`config.mk`:
```
export PLATFORM = sky130hd
export DESIGN_NAME = inst_fetch_ctrl
export DESIGN_NICKNAME = d
export VERILOG_FILES = /design/src/rtl/inst_fetch_ctrl.sv
export SDC_FILE = /design/constraint.sdc
export NUM_CORES = 1
export LEC_CHECK = 0
export ABC_AREA = 0
export CORE_ASPECT_RATIO = 1.25
export CORE_UTILIZATION = 40
export DETAILED_ROUTE_END_ITERATION = 10
export PLACE_DENSITY = 0.75
export SYNTH_ARGS = -nofsm -noshare
export SYNTH_HDL_FRONTEND = slang
export SYNTH_SLANG_ARGS = --single-unit
export TNS_END_PERCENT = 100
```
`constraint.sdc`:
```
create_clock -name clk -period 9.4 [get_ports clk]
set_input_delay 1.88 -clock clk [delete_from_list [all_inputs] [get_ports clk]]
set_output_delay 1.88 -clock clk [all_outputs]
set_load 0.02 [all_outputs]
```
`src/rtl/inst_fetch_ctrl.sv`:
```
// rtl/inst_fetch_ctrl.sv - instruction fetch sequencer with 2-entry skid FIFO, redirect, halt and wrap
module inst_fetch_ctrl #(
  parameter int ADDR_W   = 32,
  parameter int INST_W   = 16,
  parameter int PROG_LEN = 4,
  parameter int PC_RESET = 0
) (
  input  logic              clk,
  input  logic              rst,
  output logic [ADDR_W-1:0] o_mem_addr,
  input  logic [INST_W-1:0] i_mem_data,
  output logic [INST_W-1:0] o_inst,
  output logic [ADDR_W-1:0] o_inst_pc,
  output logic              o_inst_valid,
  input  logic              i_inst_ready,
  input  logic              i_redirect,
  input  logic [ADDR_W-1:0] i_redirect_pc,
  input  logic              i_halt,
  output logic              o_halted,
  output logic              o_fault
);

  localparam logic [ADDR_W-1:0] LAST_PC  = ADDR_W'(PROG_LEN - 1);
  localparam logic [ADDR_W-1:0] PC_LIMIT = ADDR_W'(PROG_LEN);
  localparam logic [ADDR_W-1:0] PC_INIT  = ADDR_W'(PC_RESET);

  logic [ADDR_W-1:0] pc_q, pc_d;
  logic              inflight_q, inflight_d;
  logic [ADDR_W-1:0] inflight_pc_q, inflight_pc_d;
  logic [1:0]        count_q, count_d;
  logic [INST_W-1:0] e0_inst_q, e0_inst_d, e1_inst_q, e1_inst_d;
  logic [ADDR_W-1:0] e0_pc_q, e0_pc_d, e1_pc_q, e1_pc_d;
  logic              halted_q, halted_d;
  logic              fault_q, fault_d;

  logic              pop;
  logic              push;
  logic              issue;
  logic [2:0]        occ;

  assign o_mem_addr   = pc_q;
  assign o_inst       = e0_inst_q;
  assign o_inst_pc    = e0_pc_q;
  assign o_inst_valid = (count_q != 2'd0);
  assign o_halted     = halted_q;
  assign o_fault      = fault_q;

  // Next-state: issue decision, PC advance/redirect, and skid FIFO (entry 0 is the head)
  always_comb begin
    pc_d          = pc_q;
    inflight_d    = 1'b0;
    inflight_pc_d = inflight_pc_q;
    count_d       = count_q;
    e0_inst_d     = e0_inst_q;
    e0_pc_d       = e0_pc_q;
    e1_inst_d     = e1_inst_q;
    e1_pc_d       = e1_pc_q;
    fault_d       = fault_q;

    pop   = (count_q != 2'd0) & i_inst_ready;
    push  = inflight_q & ~i_redirect;
    // Occupancy after this edge's pop, counting the return that lands now;
    // a new issue must leave room for its own return next cycle.
    occ   = {1'b0, count_q} + {2'b00, inflight_q} - {2'b00, pop};
    issue = ~i_redirect & ~i_halt & (occ < 3'd2);

    if (i_redirect) begin
      count_d = 2'd0;
      if (i_redirect_pc >= PC_LIMIT) begin
        pc_d    = '0;
        fault_d = 1'b1;
      end else begin
        pc_d = i_redirect_pc;
      end
    end else begin
      if (issue) begin
        inflight_d    = 1'b1;
        inflight_pc_d = pc_q;
        pc_d          = (pc_q == LAST_PC) ? '0 : pc_q + 1'b1;
      end

      if (push && pop) begin
        if (count_q == 2'd1) begin
          e0_inst_d = i_mem_data;
          e0_pc_d   = inflight_pc_q;
        end else begin
          e0_inst_d = e1_inst_q;
          e0_pc_d   = e1_pc_q;
          e1_inst_d = i_mem_data;
          e1_pc_d   = inflight_pc_q;
        end
      end else if (pop) begin
        e0_inst_d = e1_inst_q;
        e0_pc_d   = e1_pc_q;
        count_d   = count_q - 2'd1;
      end else if (push) begin
        if (count_q == 2'd0) begin
          e0_inst_d = i_mem_data;
          e0_pc_d   = inflight_pc_q;
        end else begin
          e1_inst_d = i_mem_data;
          e1_pc_d   = inflight_pc_q;
        end
        count_d = count_q + 2'd1;
      end
    end

    // Halted reflects the state the pipeline will be in after this edge.
    halted_d = i_halt & (count_d == 2'd0) & ~inflight_d;
  end

  // State registers with synchronous reset
  always_ff @(posedge clk) begin
    if (rst) begin
      pc_q          <= PC_INIT;
      inflight_q    <= 1'b0;
      inflight_pc_q <= '0;
      count_q       <= 2'd0;
      e0_inst_q     <= '0;
      e0_pc_q       <= '0;
      e1_inst_q     <= '0;
      e1_pc_q       <= '0;
      halted_q      <= 1'b0;
      fault_q       <= 1'b0;
    end else begin
      pc_q          <= pc_d;
      inflight_q    <= inflight_d;
      inflight_pc_q <= inflight_pc_d;
      count_q       <= count_d;
      e0_inst_q     <= e0_inst_d;
      e0_pc_q       <= e0_pc_d;
      e1_inst_q     <= e1_inst_d;
      e1_pc_q       <= e1_pc_d;
      halted_q      <= halted_d;
      fault_q       <= fault_d;
    end
  end

endmodule

```
==> results of run 1 <==
[cell usage after synthesis (all sizes together), types with 13 or more instances]
library cell,count
dfxtp,165
nor4,16
nand4,13
nand2,185
o21ai,14
mux2i,49
a211oi,51
a21oi,102
inv,14
nand3,14
a31oi,22
nor2,63
buf,15
clkbuf,54
[path summary, 6_finish.rpt]
path,start,endpoint,depth (start not counted)
worst max-delay path,i_inst_ready,inflight_pc_q[5]$_SDFFE_PP0P_,10
worst min register to register,o_fault$_SDFFE_PP0P_,o_fault$_SDFFE_PP0P_,2
worst max register to register,count_q[1]$_SDFF_PP0_,inflight_pc_q[5]$_SDFFE_PP0P_,11
worst min-delay path,o_fault$_SDFFE_PP0P_,o_fault$_SDFFE_PP0P_,2
[sequential cells by signal (all words and copies together) (netlist names)]
register / cells
e1_pc_q: 32
inflight_pc_q: 32
o_inst_pc: 32
o_mem_addr: 32
e1_inst_q: 16
o_inst: 16
count_q: 2
inflight_q: 1
o_fault: 1
o_halted: 1
[worst max-delay path, cell delays in order]
cell and delay [ps]:
clkdlybuf4s50_1 540, nand2b_1 250, xnor2_1 240, nand2_1 100, fa_1 390, xor2_1 170, or3b_2 480, nor2_2 860
nand2_1 160, a21oi_1 200
[per-stage QoR]
stage	power (W)	worst slack (ps)	std cells	utilization, %
after floorplan	0.000812	5060	847	-
after global placement	0.000870	4110	1140	49.5
after detailed placement	0.000871	4070	1140	49.5
after CTS	0.00156	4480	1172	53.0
after global routing	0.00160	4020	1172	53.0
final	0.00155	4460	1172	53.0
[cell families after synthesis]
logic type | count (synthesis)
multiplexers | 49
AO/OA/AOI/OAI | 216
XOR/XNOR | 4
buffers and inverters | 83
flip-flops | 165
adder cells (fa/ha/maj) | 4
AND/OR/NAND/NOR | 326
[per-layer routing]
layer | up-vias | GRT usage, % | wire, microns
li1 | 3176 | - | -
met1 | 2851 | 26.5 | 7740
met2 | 202 | 32.0 | 8450
met3 | 25 | 4.15 | 975
met4 | 0 | 7.41 | 272
met5 | - | 0 | 0
[power groups by stage]
stage          logic [W]  registers (W)  clock network (W)
2_1_floorplan  0.0000598       0.000752                  0
3_3_place_gp    0.000132       0.000738                  0
3_5_place_dp    0.000133       0.000739                  0
4_1_cts         0.000133       0.000723           0.000701
5_1_grt         0.000145       0.000724           0.000734
6_report        0.000133       0.000723           0.000690
[cell type report]
| cell class | instances | area (sq um) | area share [%] |
|---|---|---|---|
| Timing Repair Buffer | 142 | 1400 | 15.6 |
| Clock inverter | 13 | 149 | 1.65 |
| Sequential cell | 165 | 3300 | 36.7 |
| Inverter | 14 | 52.6 | 0.584 |
| Multi-Input combinational cell | 599 | 3370 | 37.5 |
| Clock buffer | 19 | 443 | 4.92 |
| Tap cell | 220 | 275 | 3.06 |
==> results.cfg, run 1 <==
[synthesis]
synth.area.mux_share_pct = 7.00
yosys.area_share.simple_pct = 20.3
syn_nets = 904
synth-edff-count = 0
synth_top_family_by_area = simple AND/OR/NAND/NOR gates
synth_adder_area_share_pct = 0.822
synthCells = 847
ys.flop_type = dfxtp_1
ys_seq_area_share_pct = 47.2
synth-async-reset-ratio_pct = 0
syn_avg_cell_area_sq_um = 8.27
synth_xor_area_share_pct = 0.500
synth_compound_area_share_pct = 19.2
syn_area_sq_um = 7010
ys_ff_latch = 165
synth_area_leaders = dfxtp_1 (47%), nand2_1 (9.9%), a21oi_1 (7.3%), mux2i_1 (7.0%), a211oi_1 (5.4%)
yosysWarnings = 0
yosysTopAreaCell = dfxtp_1
ys_types = 49
synth_top_area_share_pct = 47.2

[clock_network]
cts_setup_buffers = 0
cts_sinks = 165
cts_resized = 0
cts_buffers = 17
cts_tree = done
ctsHoldBuffers = 0
cts-root-buf = clkbuf_16
clk_pin_slew_ps = 60
h-tree-depth = 4
cts_buffer_depth = 2
clk_latency_ps = 420

[sta]
hold_viol_final = 0
clock_skew_ps = 10.8
fin_setup_tns_ps = 0
min_period_over_period_pct = 52.6
grt_setup_unrepaired = no
setup_violations = 0
slew_headroom_pct = 25.4
slew_violations = 0
max_slew.worst_pin.slew_ps = 1120
hold-worst-slack_ps = 448
layout_min_cycle_time_ps = 4940
fmax_mhz = 202

[final_layout]
drive_above_1_share_pct = 5.15
design_area_sq_um = 9000
layout_commonest_cell = nand2_1
n_antenna_cell = 0
layout_common_cells = nand2_1 (185), dfxtp_1 (165), clkdlybuf4s50_1 (134)
finalNetCount = 996
syn_to_final_growth_pct = 28.5
fill_cells = 1618

[min_path]
min_path_type = register to register

[drt]
drc = 0
vias = 6254
postRouteWirelength_microns = 17400
dr.pass1.iters = 5
ant_nets = 0
via_per_inst = 5.34
detail_route.wl_per_cell_microns = 14.9
first_iter_violations = 467

[pwr]
vdd_drop_max_uv = 135
p_leak_nw = 3.19
power.internal_w = 0.00118
pwr-share-seq_pct = 46.8
p_per_area_nw_per_um2 = 172
power_frac_comb_pct = 8.6
p_sw_share_pct = 23.8
clock_power_share_pct = 44.6
switchingPower_w = 0.000368

[global_route]
grt_max_degree = 97
grt.total_usage_pct = 20.0
grt_pass1_wl_microns = 29000
grt_overflow = 0
antenna_found_initial = 0
grt_pass1_vias = 5727

[placed_design]
dp_hpwl_microns = 11300
place_area_sq_um = 8410
portBuffers = 135
place_congestion = 0.873

[die]
pin_count = 136
fp-row-count = 53
start_util_pct = 41.3
die-area_sq_um = 18000
die_h_microns = 150
die_width_microns = 120
core_area_sq_um = 17000

[setup_path]
arrival_ps = 5270
critPathKind = input pin to register
worstPathRequired_ps = 9730
rrSetupSlack_ps = 5570
end_kind = register
critPathLaunchType = input pin
cp_max_fo = 32

[status]
status = finished clean

[flow_run]
drv_cap = 0
(Power assumes the default switching activity.)
==> run 2: changes to the inputs <==
--- a/config.mk
+++ b/config.mk
@@ -9,7 +9,7 @@
 export CORE_ASPECT_RATIO = 1.25
 export CORE_UTILIZATION = 40
 export DETAILED_ROUTE_END_ITERATION = 10
-export PLACE_DENSITY = 0.75
+export PLACE_DENSITY = 0.78
 export SYNTH_ARGS = -nofsm -noshare
 export SYNTH_HDL_FRONTEND = slang
 export SYNTH_SLANG_ARGS = --single-unit
==> constraint.sdc (replaced) <==
create_clock -name clk -period 3.99 [get_ports clk]
set_input_delay 0.798 -clock clk [delete_from_list [all_inputs] [get_ports clk]]
set_output_delay 0.798 -clock clk [all_outputs]
set_load 0.02 [all_outputs]
==> results.cfg, run 2 (synthesized netlist as in run 1, its figures left out) <==
[status]
status = finished clean

[setup_path]
rr_worst_depth = 11
end_kind = register
worstPathRequired_ps = 4340
r2r-start = count_q[1]$_SDFF_PP0_
rrSetupSlack_ps = 680
r2r-end = o_mem_addr[31]$_SDFFE_PP0P_
arrival_ps = 3710
critPathLaunchType = input pin
critPathKind = input pin to register
cp_max_fo = 10

[pwr]
pwr-share-seq_pct = 48.7
power_frac_comb_pct = 9.2
p_leak_nw = 3.20
p_sw_share_pct = 23.6
vdd_drop_max_uv = 327
switchingPower_w = 0.000828
clock_power_share_pct = 42.1
p_per_area_nw_per_um2 = 388
power.internal_w = 0.00267

[clock_network]
cts_tree = done
cts_buffers = 17
clk_pin_slew_ps = 60
cts_setup_buffers = 0
cts_buffer_depth = 2
cts-root-buf = clkbuf_16
clk_latency_ps = 420
cts_resized = 0
cts_sinks = 165
h-tree-depth = 4
ctsHoldBuffers = 0

[placed_design]
place_area_sq_um = 8490
place_congestion = 0.871
dp_hpwl_microns = 11600
portBuffers = 135

[die]
start_util_pct = 41.3
die-area_sq_um = 18000
die_width_microns = 120
fp-row-count = 53
die_h_microns = 150
pin_count = 136
core_area_sq_um = 17000

[final_layout]
n_antenna_cell = 0
syn_to_final_growth_pct = 28.7
fill_cells = 1582
design_area_sq_um = 9020
finalNetCount = 1002
layout_common_cells = nand2_1 (185), dfxtp_1 (165), clkdlybuf4s50_1 (134)
drive_above_1_share_pct = 5.43
layout_commonest_cell = nand2_1

[global_route]
grt_max_degree = 97
grt_pass1_vias = 5727
antenna_found_initial = 0
grt_pass1_wl_microns = 28900
grt_overflow = 0
grt.total_usage_pct = 19.8

[sta]
min_period_over_period_pct = 84.3
slew_violations = 0
fin_setup_tns_ps = 0
setup_violations = 0
layout_min_cycle_time_ps = 3360
fmax_mhz = 297
clock_skew_ps = 8.99
hold_viol_final = 0
slew_headroom_pct = 48.0
max_slew.worst_pin.slew_ps = 780
grt_setup_unrepaired = no

[drt]
detail_route.wl_per_cell_microns = 14.9
postRouteWirelength_microns = 17500
dr.pass1.iters = 5
vias = 6370
first_iter_violations = 391
ant_nets = 0
via_per_inst = 5.41
drc = 0

[min_path]
min_from = e1_inst_q[14]$_SDFFE_PP0P_
hold_depth = 2
worstHoldEndpoint = e1_inst_q[14]$_SDFFE_PP0P_
min_path_type = register to register

[flow_run]
drv_cap = 0
-- run 2: cell count changes in the layout (fill, tap and decap cells not counted) --
cell and change:
a31o_4 +1, inv_8 -1, clkinvlp_4 +1, clkbuf_8 +2
clkinv_4 -3, bufinv_16 -2, inv_6 -2, clkbuf_1 +3
a31o_2 -1, buf_12 +2, clkinv_2 +2, buf_4 +4
-- run 2: worst max-delay path, stage by stage --
cell and delay (ps):
clkdlybuf4s50_1 560, nand2b_1 120, xnor2_1 170, nand2_1 100, fa_1 390, xor2_1 160
or4b_4 520, a211o_1 420, o31a_1 340, a31oi_1 130
-- run 2: cell type report --
class	count	area [sq um]	share of cell area, %
clock buffers	24	482	5.34
clock inverters	8	51.3	0.569
inverters	14	52.6	0.583
multi-input cells	599	3380	37.5
flip-flops and latches	165	3300	36.6
well taps	220	275	3.05
repair buffers	148	1470	16.3
-- run 2: worst max-delay path by stage --
stage,from,to,slack (ps)
after floorplan,count_q[1]$_SDFF_PP0_,o_mem_addr[26]$_SDFFE_PP0P_,720
after global placement,i_inst_ready,o_mem_addr[5]$_SDFFE_PP0P_,260
after detailed placement,i_inst_ready,o_mem_addr[31]$_SDFFE_PP0P_,200
after CTS,i_inst_ready,o_mem_addr[31]$_SDFFE_PP0P_,640
after global routing,count_q[1]$_SDFF_PP0_,o_mem_addr[23]$_SDFFE_PP0P_,390
final,i_inst_ready,o_mem_addr[31]$_SDFFE_PP0P_,630
-- run 2: stage by stage --
step           power (W)  hold WS [ps]  worst slack (ps)  utilization, %  cells
2_1_floorplan    0.00191           436               722               -    847
3_3_place_gp     0.00206           433               262            50.0   1146
3_5_place_dp     0.00206           446               198            50.0   1146
4_1_cts          0.00353           454               638            53.1   1178
5_1_grt          0.00364           467               391            53.1   1178
6_report         0.00350           452               627            53.1   1178
-- run 2: per-layer routing --
layer	share of wire [%]	GRT usage, %	vias up
met5	0	0	-
met1	44	26.6	2924
met3	5.8	3.35	27
met2	48	31.8	234
li1	-	-	3185
met4	1.9	7.59	0
-- run 2: power by group through the flow --
stage	sequential, W	combinational, W	clock, W
2_1_floorplan	0.00177	0.000141	0
3_3_place_gp	0.00174	0.000317	0
3_5_place_dp	0.00174	0.000321	0
4_1_cts	0.00170	0.000322	0.00150
5_1_grt	0.00171	0.000349	0.00158
6_report	0.00170	0.000321	0.00148
==> run 3: changes to the inputs <==
==> constraint.sdc (replaced) <==
create_clock -name clk -period 2.9 [get_ports clk]
set_input_delay 0.58 -clock clk [delete_from_list [all_inputs] [get_ports clk]]
set_output_delay 0.58 -clock clk [all_outputs]
set_load 0.02 [all_outputs]
==> results.cfg, run 3 (synthesized netlist as in run 1, its figures left out) <==
[sta]
slew_violations = 0
slew_headroom_pct = 43.7
min_period_over_period_pct = 104
hold-worst-slack_ps = 415
fmax_mhz = 332
clock_skew_ps = 7.47
fin_setup_tns_ps = -609
setup_violations = 16
max_slew.worst_pin.slew_ps = 844
fin_ws_ps = -115
grt_setup_unrepaired = yes
layout_min_cycle_time_ps = 3010
hold_viol_final = 0

[setup_path]
slowest_delay_ps = 530
arrival_ps = 3350
r2r-start = count_q[1]$_SDFF_PP0_
cp_top_family = simple AND/OR/NAND/NOR gates
critPathLaunchType = register
crit_start = count_q[1]$_SDFF_PP0_
path_buf_inv = 3
slowest_stage = fa_2
worstPathCellList = inv_4, ha_4, nand2b_4, xnor2_4, nand2_2, fa_2, or4b_4, a211oi_4, buf_6, clkbuf_16, a41oi_1, a31oi_1
worstPathRequired_ps = 3240
end_kind = register
critPathKind = register to register
cp_max_fo = 5

[placed_design]
place_congestion = 0.852
portBuffers = 135
dp_hpwl_microns = 12200
pre_cts_ws_ps = -525

[global_route]
grt_max_degree = 80
antenna_found_initial = 0
grt_pass1_wl_microns = 29500
grt.total_usage_pct = 20.3
grt_pass1_vias = 5872
grt_overflow = 0

[final_layout]
fill_cells = 1507
finalNetCount = 1031
n_antenna_cell = 0
drive_above_1_share_pct = 10.9
layout_common_cells = nand2_1 (181), dfxtp_1 (163), clkdlybuf4s50_1 (133)
syn_to_final_growth_pct = 37.8
ff_latch_area_sq_um = 3310
final_core_util_pct = 56.9
multi_input_area_sq_um = 3520
layout_commonest_cell = nand2_1

[die]
die-area_sq_um = 18000
die_width_microns = 120
core_area_sq_um = 17000
fp-row-count = 53
pin_count = 136
die_h_microns = 150
start_util_pct = 41.3

[drt]
via_per_inst = 5.46
ant_nets = 0
vias = 6593
drc = 0
detail_route.wl_per_cell_microns = 15.6
first_iter_violations = 535
postRouteWirelength_microns = 18900
dr.pass1.iters = 5

[status]
violations = setup timing
status = finished, violations left

[flow_run]
drv_cap = 0

[clock_network]
cts_sinks = 165
clk_pin_slew_ps = 60
cts_buffer_depth = 2
ctsHoldBuffers = 0
clk_latency_ps = 420
cts_tree = done
h-tree-depth = 4
cts_buffers = 17
cts-root-buf = clkbuf_16

[min_path]
min_from = rst
min_path_type = input pin to register

[pwr]
vdd_drop_max_uv = 420
p_leak_nw = 3.50
p_per_area_nw_per_um2 = 555
finalPower_w = 0.00535
run 3: report_power, final:
part           internal, W  switching, W  total (W)
clock network      0.00160      0.000909    0.00251
logic             0.000246      0.000257   0.000503
registers          0.00231     0.0000291    0.00234
total              0.00416       0.00120    0.00535
run 3: metal layers:
metal / share of wire, % / wire length, microns / global-route usage (%)
met1: 43 / 8190 / 26.2
met2: 49 / 9180 / 33.3
met3: 5.2 / 979 / 4.04
met4: 2.7 / 509 / 7.84
met5: 0 / 0 / 0
run 3: cell type report:
class / count / share of cell area [%]
sequential: 165 / 34.3
timing repair buffer: 177 / 18.9
inverter: 14 / 0.570
tap: 220 / 2.85
clock buffer: 21 / 4.87
clock inverter: 11 / 2.01
multi-input combinational: 599 / 36.5
run 3: per-stage QoR:
stage               cells  instance area, sq um
global route         1207                  9650
CTS                  1198                  9440
finish               1207                  9650
detailed placement   1166                  8770
floorplan             847                  7070
global placement     1166                  8770
run 3: path summary, 6_finish.rpt:
| kind | endpoint | slack (ps) | depth (start not counted) |
|---|---|---|---|
| max reg2reg | o_mem_addr[10]$_SDFFE_PP0P_ | -110 | 12 |
| max | o_mem_addr[10]$_SDFFE_PP0P_ | -110 | 12 |
| min | o_mem_addr[1]$_SDFFE_PP0P_ | 410 | 2 |
| min reg2reg | o_fault$_SDFFE_PP0P_ | 450 | 2 |
run 3: worst reg2reg max path, cell delays in order, from the launching register on:
cell and delay, ps:
dfxtp_4 360, inv_4 40, ha_4 140, nand2b_4 160, xnor2_4 140, nand2_2 80, fa_2 530, or4b_4 510
a211oi_4 360, buf_6 180, clkbuf_16 140, a41oi_1 110, a31oi_1 180
run 3: timing repair:
item,4_1_cts,5_1_grt
pin swaps,0,8
resized for setup,3,21
cloned,0,5
buffers inserted,0,4
setup endpoints to repair,18,55
